$ cat src/rtl/bcd_count_ctrl_pkg.sv
// Shared types and constants for the cascaded BCD counter controller.
// Holds the FSM state encoding, the decade limit and the default digit count.
package bcd_count_ctrl_pkg;

    typedef enum logic [1:0] {
        ST_IDLE  = 2'd0,
        ST_RUN   = 2'd1,
        ST_PAUSE = 2'd2,
        ST_DONE  = 2'd3
    } state_e;

    localparam logic [3:0] BCD_MAX      = 4'd9;
    localparam int         NDIG_DEFAULT = 4;

    // Non-decimal nibbles are forced to zero so the counter never holds an illegal digit
    function automatic logic [3:0] bcd_sanitize(input logic [3:0] d);
        return (d > BCD_MAX) ? 4'd0 : d;
    endfunction

endpackage

$ cat src/rtl/bcd_count_ctrl_digit.sv
// One decade of the counter: clear/load/increment with a combinational carry to the next digit.
// Carry-out depends only on the incoming increment and the held value.
module bcd_digit
    import bcd_count_ctrl_pkg::*;
(
    input  logic       clk,
    input  logic       reset,
    input  logic       clr,
    input  logic       ld,
    input  logic [3:0] ld_val,
    input  logic       inc,
    output logic [3:0] q,
    output logic       carry_out
);

    logic [3:0] q_q;
    logic [3:0] q_d;

    always_comb begin
        q_d = q_q;
        if (clr) begin
            q_d = 4'd0;
        end else if (ld) begin
            q_d = ld_val;
        end else if (inc) begin
            q_d = (q_q == BCD_MAX) ? 4'd0 : q_q + 4'd1;
        end
    end

    always_ff @(posedge clk) begin
        if (reset) begin
            q_q <= 4'd0;
        end else begin
            q_q <= q_d;
        end
    end

    assign q         = q_q;
    assign carry_out = inc & (q_q == BCD_MAX);

endmodule

$ cat src/rtl/bcd_count_ctrl.sv
// Run/pause/done controller around a chain of BCD digits, with target match and rollover pulses.
// Commands resolve clear > load > stop > start; tick only advances the count in RUN.
module bcd_count_ctrl
    import bcd_count_ctrl_pkg::*;
#(
    parameter int NDIG = NDIG_DEFAULT
) (
    input  logic              clk,
    input  logic              reset,
    input  logic              start,
    input  logic              stop,
    input  logic              clear,
    input  logic              load,
    input  logic [4*NDIG-1:0] load_val,
    input  logic [4*NDIG-1:0] target,
    input  logic              tick,
    output logic [4*NDIG-1:0] count,
    output logic              busy,
    output logic              done,
    output logic              wrap,
    output logic [1:0]        state
);

    state_e            state_q, state_d;
    logic              done_q, done_d;
    logic              wrap_q, wrap_d;
    logic              inc_en;
    logic              dig_clr;
    logic              dig_ld;
    logic              carry_top;
    logic              target_ok;
    logic [4*NDIG-1:0] ld_val_s;
    logic [4*NDIG-1:0] cnt_inc;

    // Increment decision is kept apart from the FSM so the carry chain never loops back into it
    assign inc_en = (state_q == ST_RUN) && tick && !stop && !clear;

    for (genvar gi = 0; gi < NDIG; gi++) begin : g_dig
        logic       cin;
        logic       cout;
        logic [3:0] q;

        if (gi == 0) begin : g_first
            assign cin = inc_en;
        end else begin : g_next
            assign cin = g_dig[gi-1].cout;
        end

        bcd_digit u_digit (
            .clk       (clk),
            .reset     (reset),
            .clr       (dig_clr),
            .ld        (dig_ld),
            .ld_val    (ld_val_s[4*gi +: 4]),
            .inc       (cin),
            .q         (q),
            .carry_out (cout)
        );

        assign count[4*gi +: 4]   = q;
        assign cnt_inc[4*gi +: 4] = cin ? ((q == BCD_MAX) ? 4'd0 : q + 4'd1) : q;
    end

    assign carry_top = g_dig[NDIG-1].cout;

    always_comb begin
        ld_val_s  = '0;
        target_ok = 1'b1;
        for (int i = 0; i < NDIG; i++) begin
            ld_val_s[4*i +: 4] = bcd_sanitize(load_val[4*i +: 4]);
            if (target[4*i +: 4] > BCD_MAX) begin
                target_ok = 1'b0;
            end
        end
    end

    always_comb begin
        state_d = state_q;
        dig_clr = 1'b0;
        dig_ld  = 1'b0;
        done_d  = 1'b0;
        wrap_d  = 1'b0;
        if (clear) begin
            dig_clr = 1'b1;
            state_d = ST_IDLE;
        end else if (load && (state_q != ST_RUN)) begin
            dig_ld = 1'b1;
        end else begin
            case (state_q)
                ST_IDLE: begin
                    if (start && !stop) state_d = ST_RUN;
                end
                ST_RUN: begin
                    if (stop) begin
                        state_d = ST_PAUSE;
                    end else if (inc_en) begin
                        wrap_d = carry_top;
                        if (target_ok && (cnt_inc == target)) begin
                            done_d  = 1'b1;
                            state_d = ST_DONE;
                        end
                    end
                end
                ST_PAUSE: begin
                    if (start && !stop) state_d = ST_RUN;
                end
                ST_DONE: begin
                    if (start && !stop) begin
                        dig_clr = 1'b1;
                        state_d = ST_RUN;
                    end
                end
                default: state_d = ST_IDLE;
            endcase
        end
    end

    always_ff @(posedge clk) begin
        if (reset) begin
            state_q <= ST_IDLE;
            done_q  <= 1'b0;
            wrap_q  <= 1'b0;
        end else begin
            state_q <= state_d;
            done_q  <= done_d;
            wrap_q  <= wrap_d;
        end
    end

    assign busy  = (state_q == ST_RUN);
    assign done  = done_q;
    assign wrap  = wrap_q;
    assign state = state_q;

endmodule
$ cat config.mk
export PLATFORM = sky130hd
export DESIGN_NAME = bcd_count_ctrl
export DESIGN_NICKNAME = d
export VERILOG_FILES = /design/src/rtl/bcd_count_ctrl_pkg.sv /design/src/rtl/bcd_count_ctrl_digit.sv /design/src/rtl/bcd_count_ctrl.sv
export SDC_FILE = /design/constraint.sdc
export NUM_CORES = 1
export LEC_CHECK = 0
export ABC_AREA = 1
export CAP_MARGIN = 10
export CELL_PAD_IN_SITES_DETAIL_PLACEMENT = 0
export CELL_PAD_IN_SITES_GLOBAL_PLACEMENT = 1
export CORE_MARGIN = 2
export CORE_UTILIZATION = 33
export DETAILED_ROUTE_END_ITERATION = 7
export PLACE_DENSITY_LB_ADDON = 0.1
export RECOVER_POWER = 100
export SYNTH_ARGS = -nofsm -noshare
export SYNTH_HDL_FRONTEND = slang
export SYNTH_SLANG_ARGS = --single-unit
export TNS_END_PERCENT = 20
$ cat constraint.sdc
create_clock -name clk -period 3.4 [get_ports clk]
set_clock_uncertainty 0.15 [all_clocks]
set_input_delay 0.68 -clock clk [delete_from_list [all_inputs] [get_ports clk]]
set_output_delay 0.68 -clock clk [all_outputs]
set_load 0.02 [all_outputs]
* Word-level counts from Yosys, hierarchy flattened *
Index checks and enable logic that the tools add are counted.

word-level totals
  register bits = 20
  latch bits = 0
  RAM bits = 0
  bits in read-only memories = 0
  input bits = 39
  output and inout port bits = 21
  logic and storage cells = 84
  memories kept = 0

operators by class
  add/sub/neg operators = 4
  multiply operators = 0
  div/mod/pow operators = 0
  magnitude comparators = 8
  equality and inequality tests = 12
  shift-type cells = 0
  mux-type cells = 32
  bitwise operators = 7
  reduce and logical (&&, ||, !) cells = 14

operator list
  kind                 number
  $mux 4               16
  $gt 4x4->1 const B   8
  $add 4x1->4 const B  4
  $eq 16x16->1         1
  $eq 4x4->1 const B   4
  $mux 1               11
  $mux 2               4
  $logic_and 1x1->1    6
  $ne 3x2->1 const B   2
  $reduce_or 6->1      1
  $and 1x1->1          4
  $eq 2x2->1 const B   2
  $ne 2x1->1 const B   2
  $pmux 2 s2           1
  $reduce_and 4->1     1
  $reduce_or 2->1      2
  $not 1->1            3
  $reduce_or 3->1      1
  $eq 2x1->1 const B   1
  $logic_not 1->1      2
  $logic_not 2->1      1

* Depth between registers and ports, before layout *
Gate-level depths: netlist (run 1).

  depth in word-level cells = 14
  gate-level depth with buffers = 17
  mapped depth without buffers = 17

* Cells and area by module *
Synthesis (run 1) repeated with hierarchy kept, for this count alone.

second synthesis, totals
  cell total of the unflattened synthesis = 386
  area total of the unflattened synthesis = 2200.9 um^2

by module, submodules not included
  module          times used  cells an instance  area each (um^2)  sequential area each (um^2)
  bcd_digit       4           40                 284.0             80.1
  bcd_count_ctrl  1           226                1064.8            80.1

* Least setup slack after synthesis (run 1) *
No wires, ideal clock.

  path kind = input port to flip-flop
  from = input clear
  to = register state_q[0], in the netlist state[0]
  setup time = 70 ps
  data arrival time = 1895 ps
  required time = 3180 ps
  path slack = 1285 ps
  cell stages on the path = 15
  buffers on the path = 0
  cells stage by stage = inv_1 nand2_2 nor2_8 nand3_4 nor2_4 nand2_1 nand2_1 nand2_1 nand2_1 nand2_1 nor2_1 nand2_1 nand2_1 nand2_1 a21oi_1

on the way
  longest elaborated chain between the ends = 10
  elaborated cells on any way between the ends = 15
  those cells by class = eq/ne: 3; mux: 4; bitwise: 3; reduce/logical: 5

ends and longest elaborated chain
  item                        RTL line                    source
  start, declared             bcd_count_ctrl.sv:12        input logic clear,
  $logic_not 1->1             bcd_count_ctrl.sv:36        assign inc_en = (state_q == ST_RUN) && tick && !stop && !clear;
  $logic_and 1x1->1           bcd_count_ctrl.sv:36
  $and 1x1->1 (3 in series)   bcd_count_ctrl_digit.sv:39  assign carry_out = inc & (q_q == BCD_MAX);
  $mux 4                      -
  $eq 16x16->1                bcd_count_ctrl.sv:98        if (target_ok && (cnt_inc == target)) begin
  $logic_and 1x1->1           bcd_count_ctrl.sv:98
  $ne 3x2->1 (no line)        -
  $reduce_and 4->1 (no line)  -
  end signal, assigned        bcd_count_ctrl.sv:124       state_q <= state_d;
  end, declared               bcd_count_ctrl.sv:24        state_e state_q, state_d;

Parallel ways exist; a longest one is shown, timed or not.
A chain may end at the register's enable or synchronous reset.

* Final worst setup path (run 1) *
  from = input stop
  to = register state_q[0], in the netlist state[0]

on the way
  longest elaborated chain between the ends = 11
  elaborated cells on any way between the ends = 19
  those cells by class = eq/ne: 4; mux: 6; bitwise: 3; reduce/logical: 6

ends and longest elaborated chain
  item                             RTL line                    source
  start, declared                  bcd_count_ctrl.sv:11        input logic stop,
  $logic_not 1->1                  -
  $logic_and 1x1->1 (2 in series)  bcd_count_ctrl.sv:36
  $and 1x1->1 (3 in series)        bcd_count_ctrl_digit.sv:39
  $mux 4                           -
  $eq 16x16->1                     bcd_count_ctrl.sv:98
  $logic_and 1x1->1                bcd_count_ctrl.sv:98
  $ne 3x2->1 (no line)             -
  $reduce_and 4->1 (no line)       -

Parallel ways exist; a longest one is shown, timed or not.

==> results of run 1 <==
==> metal layers <==
layer  part of all wire, %  wire length (microns)  global-route usage, %  vias up
li1                      -                      -                      -     1142
met3                   3.6                    200                   2.44        2
met5                     0                      0                      0        -
met1                    49                   2730                   24.5      923
met2                    46                   2570                   30.8       48
met4                  0.62                     34                   4.82        0
==> Yosys cell counts <==
| cell | number |
|---|---|
| sky130_fd_sc_hd__o21ai_0 | 11 |
| sky130_fd_sc_hd__a21boi_0 | 1 |
| sky130_fd_sc_hd__nand3_1 | 32 |
| sky130_fd_sc_hd__o21ai_2 | 1 |
| sky130_fd_sc_hd__nor3b_1 | 1 |
| sky130_fd_sc_hd__clkinv_4 | 1 |
| sky130_fd_sc_hd__dfxtp_1 | 20 |
| sky130_fd_sc_hd__nand3b_1 | 3 |
| sky130_fd_sc_hd__nor2_2 | 2 |
| sky130_fd_sc_hd__nor2_8 | 1 |
| sky130_fd_sc_hd__clkbuf_1 | 3 |
| sky130_fd_sc_hd__a211oi_1 | 9 |
| sky130_fd_sc_hd__inv_1 | 46 |
| sky130_fd_sc_hd__xnor2_1 | 1 |
| sky130_fd_sc_hd__nand2_2 | 7 |
| sky130_fd_sc_hd__o31ai_1 | 1 |
| sky130_fd_sc_hd__a221oi_1 | 1 |
| sky130_fd_sc_hd__nand3_2 | 2 |
| sky130_fd_sc_hd__nand3_4 | 1 |
| sky130_fd_sc_hd__nor4_1 | 2 |
| sky130_fd_sc_hd__o21ai_1 | 3 |
| sky130_fd_sc_hd__or2_2 | 1 |
| sky130_fd_sc_hd__nor2_4 | 4 |
| sky130_fd_sc_hd__nor2_1 | 16 |
| sky130_fd_sc_hd__nand4_1 | 5 |
| sky130_fd_sc_hd__nand4_4 | 1 |
| sky130_fd_sc_hd__o211ai_1 | 2 |
| sky130_fd_sc_hd__inv_2 | 5 |
| sky130_fd_sc_hd__nor3_1 | 4 |
| sky130_fd_sc_hd__nand2_1 | 100 |
| sky130_fd_sc_hd__buf_1 | 1 |
| sky130_fd_sc_hd__a21oi_1 | 23 |
==> where the power goes <==
part | switching (mW) | total [mW] | leakage, nW | internal (mW)
combinational | 0.0796 | 0.153 | 0.995 | 0.0731
sequential | 0.00753 | 0.247 | 0.162 | 0.240
clock | 0.0844 | 0.188 | 0.0288 | 0.103
==> critical path, stage by stage <==
cell and delay (ps):
sky130_fd_sc_hd__dlygate4sd3_1 600, sky130_fd_sc_hd__inv_1 120, sky130_fd_sc_hd__nand3_1 180, sky130_fd_sc_hd__nor2_8 240, sky130_fd_sc_hd__nand4_4 190, sky130_fd_sc_hd__o21ai_1 240, sky130_fd_sc_hd__nand2_1 70, sky130_fd_sc_hd__nand2_1 90
sky130_fd_sc_hd__nand2_1 70, sky130_fd_sc_hd__nor2_1 100, sky130_fd_sc_hd__nand2_1 80, sky130_fd_sc_hd__nand2_1 60, sky130_fd_sc_hd__nand2_1 60, sky130_fd_sc_hd__a21oi_1 130
==> cell families (layout without fill, tap and decap cells) <==
| kind of cell | after synthesis | count (layout) | synth area share [%] |
|---|---|---|---|
| compound gates | 52 | 52 | 16.7 |
| xor+xnor | 1 | 1 | 0.487 |
| buf+inv | 56 | 116 | 12.0 |
| flops | 20 | 20 | 22.2 |
| simple gates | 182 | 182 | 48.6 |
==> area by class of cell <==
type | count | area, sq um
Clock buffer | 4 | 55.1
Fill cell | 586 | 2650
Inverter | 52 | 200
Multi-Input combinational cell | 235 | 1180
Tap cell | 70 | 87.6
Timing Repair Buffer | 60 | 598
Sequential cell | 20 | 400
==> worst max-delay path by stage <==
stage / start / endpoint / slack [ps] / cells after the start
2_1_floorplan: clear / state[0] / 1290 / 15
5_1_grt: stop / state[0] / 320 / 16
6_report: stop / state[0] / 530 / 14
3_3_place_gp: stop / state[1] / 510 / 16
3_5_place_dp: stop / state[0] / 480 / 16
4_1_cts: stop / state[0] / 740 / 16
==> sequential cells by signal (all words and copies together), names as in the netlist <==
register         flops
state                2
done                 1
g_dig.u_digit.q     16
wrap                 1
==> results by group, run 1 <==
Critical path
  – Critical path type: input port to flip-flop
  – Register-to-Register Setup Slack: 1260 ps
  – Reg2Reg Launch Point: g_dig[2].u_digit.q[3]
  – Destination of the worst register-to-register timing path: state[0]
  – Number of cells traversed by the worst register-to-register path: 12
  – Critical Path Start Type: input port
  – Data required time of the critical path: between 3000 and 4000 ps
  – Critical path capture point type: flip-flop
  – Signal arrival time at the worst endpoint: between 2000 and 3000 ps
  – Largest fanout of any net on the critical path: 9

Worst hold path
  – Hold wc startpoint: state[0]
  – Worst Hold Path Cells: 2
  – Path type of the worst min-delay path: flip-flop to flip-flop
  – Min-Delay Endpoint: state[0]

CTS
  – Worst skew pair latency: 260 ps
  – Sink Count: 20
  – Root Buffer: sky130_fd_sc_hd__clkbuf_8
  – Setup Buffers After CTS: 0
  – Clock Pin Slew Worst Setup and Hold Paths: ~80 ps
  – CTS HTree Levels: 1
  – CTS tree: done
  – Post-cts repair resize count: 0
  – Number of buffers on the longest clock path: 2
  – Number of buffers created by CTS: 3
  – Number of hold buffers added after CTS: 0

Logic synthesis
  – Register bit total from synthesis: 20
  – Top area cells in the synthesized netlist: sky130_fd_sc_hd__dfxtp_1 (22%), sky130_fd_sc_hd__nand2_1 (21%), sky130_fd_sc_hd__inv_1 (9.6%), sky130_fd_sc_hd__nand3_1 (8.9%), sky130_fd_sc_hd__a21oi_1 (6.4%)
  – Cell taking the most area after synthesis: sky130_fd_sc_hd__dfxtp_1
  – Sequential share of the synthesized area: between 20% and 30%
  – Count of cell types in the netlist: 32
  – Synth top area share: ~22%
  – Synthesized netlist net count: 350
  – Cell count after synthesis: between 300 and 400
  – Mean instance size in the synthesized netlist: 5.79 sq um
  – Synth Warn #: 0
  – Netlist Area Pre-Place: about 0.0018 sq mm

Drt
  – Ratio of routed vias to standard cells: about 4.8
  – Drt total wl: 5.53 mm
  – Drt wl/cell: ~13 microns
  – Post-route DRC violation count: 0
  – Number of search-and-repair iterations in the first detailed-routing pass: 4
  – Number of antenna-violating nets in the routed design: 0
  – Number of vias in the routed layout: around 2100
  – DR iter-0 viols: approximately 130

STA
  – Post-route clock period utilization: between 80% and 90%
  – Final Hold Slack: about 380 ps
  – Transition time at the pin with the least slew margin: 575 ps
  – Relative slew slack: between 60% and 70%
  – Post-layout worst setup margin: 533 ps
  – Maximum frequency from static timing analysis: 0.349 GHz
  – Post-layout min period: approximately 2900 ps
  – Final number of max-transition violations: 0
  – Setup total negative slack: 0 ps
  – Number of setup violations in the final report: 0
  – RSZ-0062 raised after global routing: no
  – Hold violation count in the final report: 0

Floorplanning
  – Floorplan core area: around 0.0052 sq mm
  – Floorplan die height: ~78 microns
  – Total Die Area: a little over 0.006 sq mm
  – Site Rows: 26
  – Number of placed I/O pins: 60
  – Starting density of the core: 34.8%
  – Overall die width: 77.9 microns

Power
  – Total chip power: ~0.59 mW
  – Pwr per Cell Area: roughly 230 mW/mm^2
  – Peak ir drop on the vdd network: around 0.13 mV
  – P_leak: around 1.2 nW

Placement
  – Placement Setup Slack: around 480 ps
  – Placed insts: 437
  – Number of port buffers: 59
  – Placement-stage cell area: about 0.0025 sq mm
  – HPWL after detailed placement: between 4 and 5 mm
  – Routability Congestion: 0.916

Global routing
  – Largest net degree at the start of global routing: 22
  – Initial antenna violation count: 0
  – Number of global-route vias before repair: between 1500 and 2000
  – Global route overflow: 0
  – First-pass GRT wire length: 8.96 mm
  – Overall track demand over capacity in global routing: a little under a fifth

Final layout
  – Layout Area Growth over Synthesis: 40.0%
  – Post-Layout Cell Count: 441
  – Final standard cell area without fillers: about 0.0025 sq mm
  – Commonest cells after routing, fill and taps aside: sky130_fd_sc_hd__nand2_1 (100), sky130_fd_sc_hd__inv_1 (47), sky130_fd_sc_hd__clkdlybuf4s50_1 (37)
  – Post-Route Utilization: between 40% and 50%
  – Inserted Diodes: 0
  – Number of nets in the finished design: between 400 and 500
  – Share of layout cells above drive strength 1: 7.82%
  – Most frequent standard cell in the layout excluding fill and tap cells: sky130_fd_sc_hd__nand2_1

Run status
  – Run status: completed

Run
  – Max-cap violations: 0
Power figures use the tool's default switching activity.
==> inputs of run 2 (changes only) <==
Settings changed: CORE_UTILIZATION 33 to 27.
Clock period 3.4 ns to 2.6 ns, I/O delays scaled along.
==> results by group, run 2 (synthesis gave the netlist of run 1 again) <==
Run status
  – Run status: completed (unchanged)

Drt
  – Number of search-and-repair iterations in the first detailed-routing pass: 5 (was 4)
  – DR iter-0 viols: 82 (was 129)
  – Post-route DRC violation count: 0 (unchanged)
  – Drt wl/cell: 12.6 microns (was 12.5 microns)
  – Number of antenna-violating nets in the routed design: 0 (unchanged)
  – Number of vias in the routed layout: 2198 (was 2115)
  – Ratio of routed vias to standard cells: 4.73 (was 4.80)
  – Drt total wl: 5.86 mm (was 5.53 mm)

STA
  – Number of setup violations in the final report: 0 (unchanged)
  – Post-route clock period utilization: about nine tenths
  – RSZ-0062 raised after global routing: no (unchanged)
  – Final number of max-transition violations: 0 (unchanged)
  – Post-layout min period: roughly 2400 ps
  – Relative slew slack: 70.0% (was 61.6%)
  – Setup total negative slack: 0 ps (unchanged)
  – Transition time at the pin with the least slew margin: 450 ps (was 575 ps)
  – Hold violation count in the final report: 0 (unchanged)
  – Post-layout worst setup margin: 212 ps (was 533 ps)
  – Maximum frequency from static timing analysis: about 0.42 GHz

Final layout
  – Share of layout cells above drive strength 1: 11.6% (was 7.82%)
  – Final standard cell area without fillers: 0.00267 sq mm (was 0.00252 sq mm)
  – Commonest cells after routing, fill and taps aside: sky130_fd_sc_hd__nand2_1 (100), sky130_fd_sc_hd__inv_1 (46), sky130_fd_sc_hd__clkdlybuf4s50_1 (37) (was sky130_fd_sc_hd__nand2_1 (100), sky130_fd_sc_hd__inv_1 (47), sky130_fd_sc_hd__clkdlybuf4s50_1 (37))
  – Layout Area Growth over Synthesis: 48.4% (was 40.0%)
  – Area used by multi-input combinational logic: 0.00121 sq mm (was 0.00118 sq mm)
  – Most frequent standard cell in the layout excluding fill and tap cells: sky130_fd_sc_hd__nand2_1 (unchanged)
  – Max reg flops: 16 (unchanged)
  – Inserted Diodes: 0 (unchanged)
  – Post-Layout Cell Count: 465 (was 441)
  – Number of nets in the finished design: 428 (was 411)
  – Post-Route Utilization: 41.8% (was 48.7%)
  – Sequential Area: 400 sq um (unchanged)
  – Fill count: 730 (was 586)

Power
  – Part of the total power dissipated in the clock network: 31.7% (was 31.9%)
  – Pwr per Cell Area: 293 mW/mm^2 (was 233 mW/mm^2)
  – Cell Int Power: 0.553 mW (was 0.416 mW)
  – Combinational fraction of design power: 27.1% (was 26.0%)
  – P_leak: 1.25 nW (was 1.19 nW)
  – Peak ir drop on the vdd network: 0.145 mV (was 0.126 mV)
  – Sequential fraction of design power: 41.2% (was 42.1%)
  – NetSw: 0.231 mW (was 0.172 mW)
  – Fraction of power spent switching nets: 29.5% (was 29.2%)

CTS
  – Setup Buffers After CTS: 0 (unchanged)
  – Number of buffers on the longest clock path: 2 (unchanged)
  – Number of buffers created by CTS: 3 (unchanged)
  – CTS HTree Levels: 1 (unchanged)
  – Worst skew pair latency: 260 ps (about the same)
  – CTS tree: done (unchanged)
  – Sink Count: 20 (unchanged)
  – Root Buffer: sky130_fd_sc_hd__clkbuf_8 (unchanged)
  – Clock Pin Slew Worst Setup and Hold Paths: 80 ps (about the same)

Worst hold path
  – Worst Hold Path Cells: 2 (unchanged)
  – Path type of the worst min-delay path: flip-flop to flip-flop (unchanged)

Global routing
  – Overall track demand over capacity in global routing: 16.0% (was 18.3%)
  – Number of global-route vias before repair: 2011 (was 1946)
  – Global route overflow: 0 (unchanged)
  – First-pass GRT wire length: 9.20 mm (was 8.96 mm)
  – Initial antenna violation count: 0 (unchanged)
  – Largest net degree at the start of global routing: 18 (was 22)

Placement
  – Placed insts: 460 (was 437)
  – Placement Setup Slack: -88.8 ps (was 476 ps)
  – Number of port buffers: 59 (unchanged)
  – HPWL after detailed placement: 4.87 mm (was 4.44 mm)
  – Routability Congestion: 0.866 (was 0.916)
  – Placement-stage cell area: 0.00260 sq mm (was 0.00247 sq mm)

Critical path
  – Critical path type: input port to flip-flop (unchanged)
  – Critical Path Start Type: input port (unchanged)
  – Number of cells traversed by the worst register-to-register path: 14 (was 12)
  – Critical path capture point type: flip-flop (unchanged)
  – Data required time of the critical path: 2650 ps (was 3440 ps)
  – Largest fanout of any net on the critical path: 5 (was 9)
  – Signal arrival time at the worst endpoint: 2430 ps (was 2910 ps)

Floorplanning
  – Floorplan core area: 0.00639 sq mm (was 0.00517 sq mm)
  – Overall die width: 85.7 microns (was 77.9 microns)
  – Starting density of the core: 28.2% (was 34.8%)
  – Floorplan die height: 85.7 microns (was 77.9 microns)
  – Site Rows: 29 (was 26)
  – Total Die Area: 0.00734 sq mm (was 0.00606 sq mm)
  – Number of placed I/O pins: 60 (unchanged)

Run
  – Max-cap violations: 0 (unchanged)
[run 2: worst paths after layout]
check / startpoint / end / slack, ps
setup / recovery: stop / state[0] / 210
setup reg to reg: g_dig[0].u_digit.q[0] / state[0] / 480
hold reg to reg: state[1] / state[1] / 370
hold / removal: state[1] / state[1] / 370
[run 2: power by group through the flow]
stage	Sequential [mW]	Combinational, mW	Clock (mW)
after floorplan	0.338	0.0874	0
after global placement	0.331	0.218	0
after detailed placement	0.331	0.217	0
after CTS	0.324	0.218	0.261
after global routing	0.325	0.236	0.273
final	0.323	0.213	0.248
[run 2: final cells by class]
| cell class | count | share of cell area [%] |
|---|---|---|
| Clock buffer | 4 | 2.06 |
| Inverter | 52 | 7.49 |
| Multi-Input combinational cell | 236 | 45.4 |
| Sequential cell | 20 | 15.0 |
| Tap cell | 77 | 3.60 |
| Timing Repair Buffer | 76 | 26.5 |
[run 2: through the flow]
stage | total power [mW] | hold slack [ps]
after floorplan | 0.426 | 419
after global placement | 0.549 | 356
after detailed placement | 0.548 | 344
after CTS | 0.802 | 359
after global routing | 0.835 | 401
final | 0.784 | 369
[run 2: what timing repair did]
action,4_1_cts,5_1_grt
resized for setup,0,3
hold buffers,0,0
setup endpoints to repair,0,2
[run 2: metal layers]
metal	wire [microns]	GRT usage, %	up-vias	share of wire [%]
li1	-	-	1172	-
met1	2720	19.9	975	46
met2	2840	28.1	47	49
met3	233	2.98	4	4.0
met4	65	4.33	0	1.1
met5	0	0	-	0
[run 2: critical path, cell delays in order]
cell and delay (ps):
sky130_fd_sc_hd__clkdlybuf4s50_1 440, sky130_fd_sc_hd__inv_2 90, sky130_fd_sc_hd__nand3_4 120, sky130_fd_sc_hd__nor2_8 200, sky130_fd_sc_hd__nand3_4 140, sky130_fd_sc_hd__nor2_4 130, sky130_fd_sc_hd__nand2_1 90, sky130_fd_sc_hd__nand2_1 80
sky130_fd_sc_hd__nand2_1 50, sky130_fd_sc_hd__nand2_1 50, sky130_fd_sc_hd__nand2_1 50, sky130_fd_sc_hd__nor2_1 110, sky130_fd_sc_hd__nand2_1 90, sky130_fd_sc_hd__nand2_1 70, sky130_fd_sc_hd__nand2_1 70, sky130_fd_sc_hd__a21oi_1 130
